==> config.mk <==
export PLATFORM = sky130hd
export DESIGN_NAME = alu_issue_ctrl
export DESIGN_NICKNAME = d
export VERILOG_FILES = /design/src/rtl/alu_issue_ctrl.sv
export SDC_FILE = /design/constraint.sdc
export NUM_CORES = 1
export LEC_CHECK = 0
export ABC_CLOCK_PERIOD_IN_PS = 3600
export BUFFER_PORTS_ARGS = -buffer_cell sky130_fd_sc_hd__buf_2
export CAP_MARGIN = 15
export CORE_ASPECT_RATIO = 0.8
export CORE_MARGIN = 2
export CORE_UTILIZATION = 45
export DETAILED_ROUTE_END_ITERATION = 8
export PLACE_DENSITY = 0.71
export SETUP_SLACK_MARGIN = 0.4
export SLEW_MARGIN = 20
export SYNTH_ARGS = -nofsm -noshare
export SYNTH_HDL_FRONTEND = slang
export SYNTH_SLANG_ARGS = --single-unit
export TNS_END_PERCENT = 10
==> constraint.sdc <==
create_clock -name clk -period 3.6 [get_ports clk]
set_input_delay 0.9 -clock clk [delete_from_list [all_inputs] [get_ports clk]]
set_output_delay 0.9 -clock clk [all_outputs]
set_load 0.02 [all_outputs]
==> src/rtl/alu_issue_ctrl.sv <==
// Issue/capture stage for the slt ALU: registers operands onto R2/R3, waits SETTLE cycles,
// then captures R1/c_out and offers them downstream over a valid/ready handshake.
`timescale 1ns / 1ps

module alu_issue_ctrl #(
    parameter int unsigned size   = 4,
    parameter int unsigned SETTLE = 1
) (
    input  logic            clk,
    input  logic            rst_n,
    input  logic            in_valid,
    output logic            in_ready,
    input  logic [size-1:0] in_a,
    input  logic [size-1:0] in_b,
    output logic [size-1:0] alu_r2,
    output logic [size-1:0] alu_r3,
    input  logic [size-1:0] alu_r1,
    input  logic            alu_cout,
    output logic            out_valid,
    input  logic            out_ready,
    output logic [size-1:0] out_result,
    output logic            out_cout,
    output logic            busy,
    output logic [7:0]      res_count
);

    if (SETTLE < 1 || SETTLE > 255) begin : g_settle_range
        $error("SETTLE must be in 1..255");
    end

    localparam logic [7:0] SettleInit = 8'(SETTLE);

    typedef enum logic [1:0] {StIdle, StWait, StDone} state_e;

    state_e     state_q, state_d;
    logic [7:0] cnt_q;
    logic       accept;
    logic       capture;
    logic       handshake;

    always_ff @(posedge clk or negedge rst_n) begin
        if (!rst_n) begin
            state_q <= StIdle;
        end else begin
            state_q <= state_d;
        end
    end

    always_comb begin
        state_d = state_q;
        unique case (state_q)
            StIdle:  if (accept)    state_d = StWait;
            StWait:  if (capture)   state_d = StDone;
            StDone:  if (handshake) state_d = StIdle;
            default: state_d = StIdle;
        endcase
    end

    // in_ready is gated by rst_n so nothing looks acceptable while reset is held.
    always_comb begin
        in_ready  = rst_n & (state_q == StIdle);
        busy      = (state_q != StIdle);
        accept    = in_valid & in_ready;
        capture   = (state_q == StWait) && (cnt_q == 8'd1);
        handshake = out_valid & out_ready;
    end

    always_ff @(posedge clk or negedge rst_n) begin
        if (!rst_n) begin
            cnt_q      <= 8'd0;
            alu_r2     <= '0;
            alu_r3     <= '0;
            out_result <= '0;
            out_cout   <= 1'b0;
            out_valid  <= 1'b0;
            res_count  <= 8'd0;
        end else begin
            if (accept) begin
                alu_r2 <= in_a;
                alu_r3 <= in_b;
                cnt_q  <= SettleInit;
            end else if (state_q == StWait) begin
                cnt_q <= cnt_q - 8'd1;
            end

            // ALU outputs are only looked at on the final WAIT edge.
            if (capture) begin
                out_result <= alu_r1;
                out_cout   <= alu_cout;
                out_valid  <= 1'b1;
            end else if (handshake) begin
                out_valid <= 1'b0;
            end

            if (handshake && (res_count != 8'hFF)) begin
                res_count <= res_count + 8'd1;
            end
        end
    end

endmodule
Word level (Yosys, flattened, before mapping)
Index checks and enable logic that the tools add are counted.

Add/sub/neg operators: 2. Bitwise logic cells: 3. Muxes and demuxes: 8. Reduce and logical (&&, ||, !) cells: 7. Equal/unequal tests: 7.

Operators with widths (count): 8-bit two-way mux (2); 8-bit by 1-bit adder with 8-bit output, second input constant (1); 8-bit by 1-bit equality test with 1-bit output, second input constant (1); 8-bit != test, second input constant (1); 8-bit by 1-bit subtractor with 8-bit output, second input constant (1); 2-bit two-way mux (3); 2-bit != test, second input constant (3); 2-bit case mux with 3 select lines (1); 2-bit nonzero test (3); 1-bit AND (3); 3-bit AND reduction (1); 2-bit by 1-bit equality test with 1-bit output, second input constant (1); 2-bit equality test, second input constant (1); 1-bit logical AND (2); 2-bit zero test (1); 1-bit two-way mux (2).

Output and inout port bits: 24. Register bits: 32.

Depth between registers and ports, before layout
Depth after elaboration: 5. Gate-level depth with buffers: 5. Depth with buffers taken out: 5.

Least setup slack after synthesis
OpenSTA, ideal clock, no wires.

Path kind: input -> output. Start point: input rst_n. End point: output in_ready. Arrival time: 1455 ps. Path slack: 1245 ps. Stages on the path: 1. Cells stage by stage: nor3b_1.

Longest elaborated chain between the ends: 1.

Ends and longest elaborated chain: from (decl) (line 10) `input logic rst_n,`; 1-bit AND (line 61) `in_ready = rst_n & (state_q == StIdle);`; to (decl) (line 12) `output logic in_ready,`.

No other way between the ends.

Worst setup path after layout
Ends and elaborated chain as after synthesis.

==> Flow_metrics.wiki <==
{| class="wikitable"
! Metric !! Value
|-
| Number of buffers inserted to repair setup after CTS || 0
|-
| Clock root buffer master || clkbuf_8
|-
| Leakage power figure || 0.862 nW
|-
| CP Class || primary input to primary output
|-
| Class of the worst hold path || primary input to async pin
|-
| Number of core rows || 18
|-
| Fraction of registers with async set or reset after synthesis || 100%
|-
| Post-detail-place hpwl || 2.01 mm
|-
| Worst R2R Setup Slack || 1.84 ns
|-
| Maximum vdd ir drop || 0.000421 V
|-
| Switching pwr || 0.596 mW
|-
| Tcrit/Tclk final || 71.3%
|-
| Gpl congestion || 0.745
|-
| Fin. Hold Viols || 0
|-
| Skew-Pair Late Insertion Delay || 0.28 ns
|-
| Reg power frac || 40.8%
|-
| Post-synthesis to final-layout area growth || 23.1%
|-
| Setup crit end kind || primary output
|-
| Simple logic cell fraction of the synthesized area || 15.7%
|-
| Residual DRC count || 0
|-
| Die footprint || 3700 sq um
|-
| Switching share of power || 38.6%
|-
| Outcome || complete, no violations
|-
| Ant. Diodes || 0
|-
| Kind of start point of the critical path || primary input
|-
| Combinational power share || 41.0%
|-
| Worst hold slack || 0.478 ns
|-
| Netlist area before placement || 1450 sq um
|-
| Number of buffers inserted during clock tree synthesis || 5
|-
| Layout cell share with drive strength beyond 1 || 40.6%
|-
| Detailed-routing iteration count for the pre-antenna-repair pass || 4
|-
| Highest fanout seen on the critical path || 12
|-
| Shortest period the worst path allows || 2.57 ns
|-
| Terminus of the critical flop-to-flop path || alu_r3[1]
|-
| Number of nets produced by synthesis || 139
|-
| Effective utilization at floorplan || 47.1%
|-
| Headroom to the max-slew limit || 51.5%
|-
| CTS clock-pin slew for the worst setup and hold paths || 0.06 ns
|-
| Height of the die || 54.8 microns
|-
| Clock Power Share || 18.2%
|-
| Post-detailed-route wirelength per cell || 13.5 microns
|-
| Avg Synthesized Cell Area || 12.2 sq um
|-
| Count of port buffers added during placement || 40
|-
| Pin count of the biggest net entering global routing || 24
|-
| Number of synthesis warnings || 0
|-
| Number of cells on the worst reg-to-reg path || 2
|-
| Launching point of the worst reg2reg path || state_q[0]
|-
| Compound-Gate Fraction of Synth Area || 9.38%
|-
| Post-synthesis cell type count || 37
|-
| Number of enable-type register cells in the synthesized netlist || 0
|-
| Portion of the post-synthesis area used by sequential elements || 55.1%
|-
| CTS hold repair buffers || 0
|-
| Gate count of the mapped netlist || 119
|-
| Largest family of logic cells by synthesized area || simple AND/OR/NAND/NOR gates
|-
| #FFs+latches synth || 32
|-
| CTS tree || done
|-
| Number of nets in the layout || 184
|-
| Most used DFF post-synth || dfrtp_1
|-
| Final sum of negative setup slack || 0 ns
|-
| Internal Power || 0.949 mW
|-
| Total number of vias || 1,083
|-
| DRT Wirelength || 2.76 mm
|-
| Multiplexer share of the synthesized area || 13.8%
|-
| Synthesized-area fraction occupied by xor and xnor cells || 1.81%
|-
| First-pass GRT wire length || 4.56 mm
|-
| Global route overflow || 0
|-
| Vias in the first global route || 1,027
|-
| Power per cell area || 864 nW/um^2
|-
| Worst Clk Skew || 0.00642 ns
|-
| Max-capacitance violation count || 0
|-
| Htree depth || 2
|-
| Number of DRC violations after detailed-routing iteration 0 || 43
|-
| Finish-stage setup viols || 0
|-
| Core area || 3090 sq um
|-
| Max-slew violation count || 0
|-
| Vias per std cell || 5.28
|-
| Maximum clock insertion buffer count || 2
|-
| Number of clock sinks seen by CTS || 32
|-
| Post-DRT Antenna Nets || 0
|-
| Die Span X || 67.6 microns
|-
| Number of antenna violations at the first check in global routing || 0
|-
| Number of instances resized during post-cts repair || 0
|-
| Arr. time, crit path || 1.67 ns
|-
| Total Routing Usage GR || 17.4%
|-
| RSZ-0062 raised after global routing || false
|-
| Upper clock frequency limit || 390 MHz
|-
| Synthesized-area fraction occupied by adder cells || 2.58%
|-
| Slew at the pin closest to its max-slew limit || 0.723 ns
|-
| CP required || 2.70 ns
|-
| IO Pins || 41
|}
[cells in the final DEF, fill, tap and decap left out, drive strengths merged, types with 3 or more instances in the layout]
cell type | synthesis | routed
a21oi | 4 | 4
a31oi | 3 | 3
buf | 1 | 41
clkbuf | 2 | 8
dfrtp | 32 | 32
ha | 3 | 3
inv | 3 | 3
mux2 | 16 | 16
nand2 | 10 | 10
nand2b | 3 | 3
nor2b | 3 | 3
nor4 | 4 | 4
o21ai | 3 | 3
[how the worst max path moves through the flow]
stage | from | end | depth (start not counted)
detailed placement | rst_n | alu_r3[1] | 4
finish | rst_n | in_ready | 3
global route | rst_n | alu_r2[0] | 4
global placement | rst_n | alu_r2[1] | 4
floorplan | rst_n | in_ready | 1
CTS | rst_n | in_ready | 3
[cells by family (layout without fill, tap and decap cells)]
family | after synthesis | after routing
flip-flops | 32 | 32
adder cells (fa/ha/maj) | 3 | 3
AND/OR/NAND/NOR | 37 | 37
XOR/XNOR | 3 | 3
AO/OA/AOI/OAI | 20 | 20
multiplexers | 18 | 18
buffers and inverters | 6 | 52
[flip-flops by register name (all words and copies together), names as in the netlist]
signal,cells
alu_r2,4
alu_r3,4
cnt_q,8
out_cout,1
out_result,4
out_valid,1
res_count,8
state_q,2
[power by group through the flow]
stage / Combinational (mW) / Sequential, mW / Clock (mW)
final: 0.633 / 0.631 / 0.281
after global routing: 0.695 / 0.660 / 0.305
after CTS: 0.642 / 0.633 / 0.288
after detailed placement: 0.636 / 0.638 / 0
after global placement: 0.622 / 0.630 / 0
after floorplan: 0.334 / 0.742 / 0
[cell usage after synthesis (2+ instances only)]
| master | count | share of area (%) |
|---|---|---|
| and2_1 | 2 | 0.86 |
| nand2_1 | 10 | 2.6 |
| nand4bb_1 | 2 | 1.5 |
| a31oi_1 | 3 | 1.3 |
| mux2i_1 | 2 | 1.4 |
| o211ai_1 | 2 | 1.0 |
| nor4_1 | 4 | 1.7 |
| o31ai_1 | 2 | 1.0 |
| clkbuf_1 | 2 | 0.52 |
| or3_1 | 2 | 0.86 |
| xnor2_1 | 2 | 1.2 |
| o21ai_0 | 3 | 1.0 |
| nor3b_1 | 2 | 1.0 |
| a21oi_1 | 4 | 1.4 |
| nor2b_1 | 3 | 1.3 |
| nand2b_1 | 3 | 1.3 |
| mux2_2 | 16 | 12 |
| ha_1 | 3 | 2.6 |
| inv_1 | 3 | 0.77 |
| dfrtp_1 | 32 | 55 |
[per-stage QoR]
stage | instances | power (mW) | setup slack (ns) | instance area, sq um | util (%)
after floorplan | 119 | 1.08 | 1.25 | 1450 | -
after global placement | 197 | 1.25 | 0.919 | 1700 | 55.1
after CTS | 205 | 1.56 | 1.01 | 1790 | 58.0
after global routing | 205 | 1.66 | 0.900 | 1790 | 58.0
final | 205 | 1.55 | 1.03 | 1790 | 58.0
after detailed placement | 197 | 1.27 | 0.783 | 1700 | 55.1
[worst max-delay path, stage by stage]
cell	delay, ns
buf_2	0.23
nor3b_1	0.31
buf_2	0.22
[layer usage]
layer	part of all wire, %	wire length, microns	up-vias	global-route usage [%]
met4	1.9	52	0	9.18
li1	-	-	527	-
met3	5.0	138	5	4.53
met5	0	0	-	0
met2	47	1290	26	27.1
met1	46	1280	525	22.4
[final cells by class]
cell class / instances / area (sq um)
timing repair buffer: 41 / 208
clock buffer: 8 / 90.1
sequential: 32 / 801
tap: 40 / 50.0
inverter: 3 / 11.3
multi-input combinational: 81 / 629
fill: 264 / 1300
(Power assumes the default switching activity.)
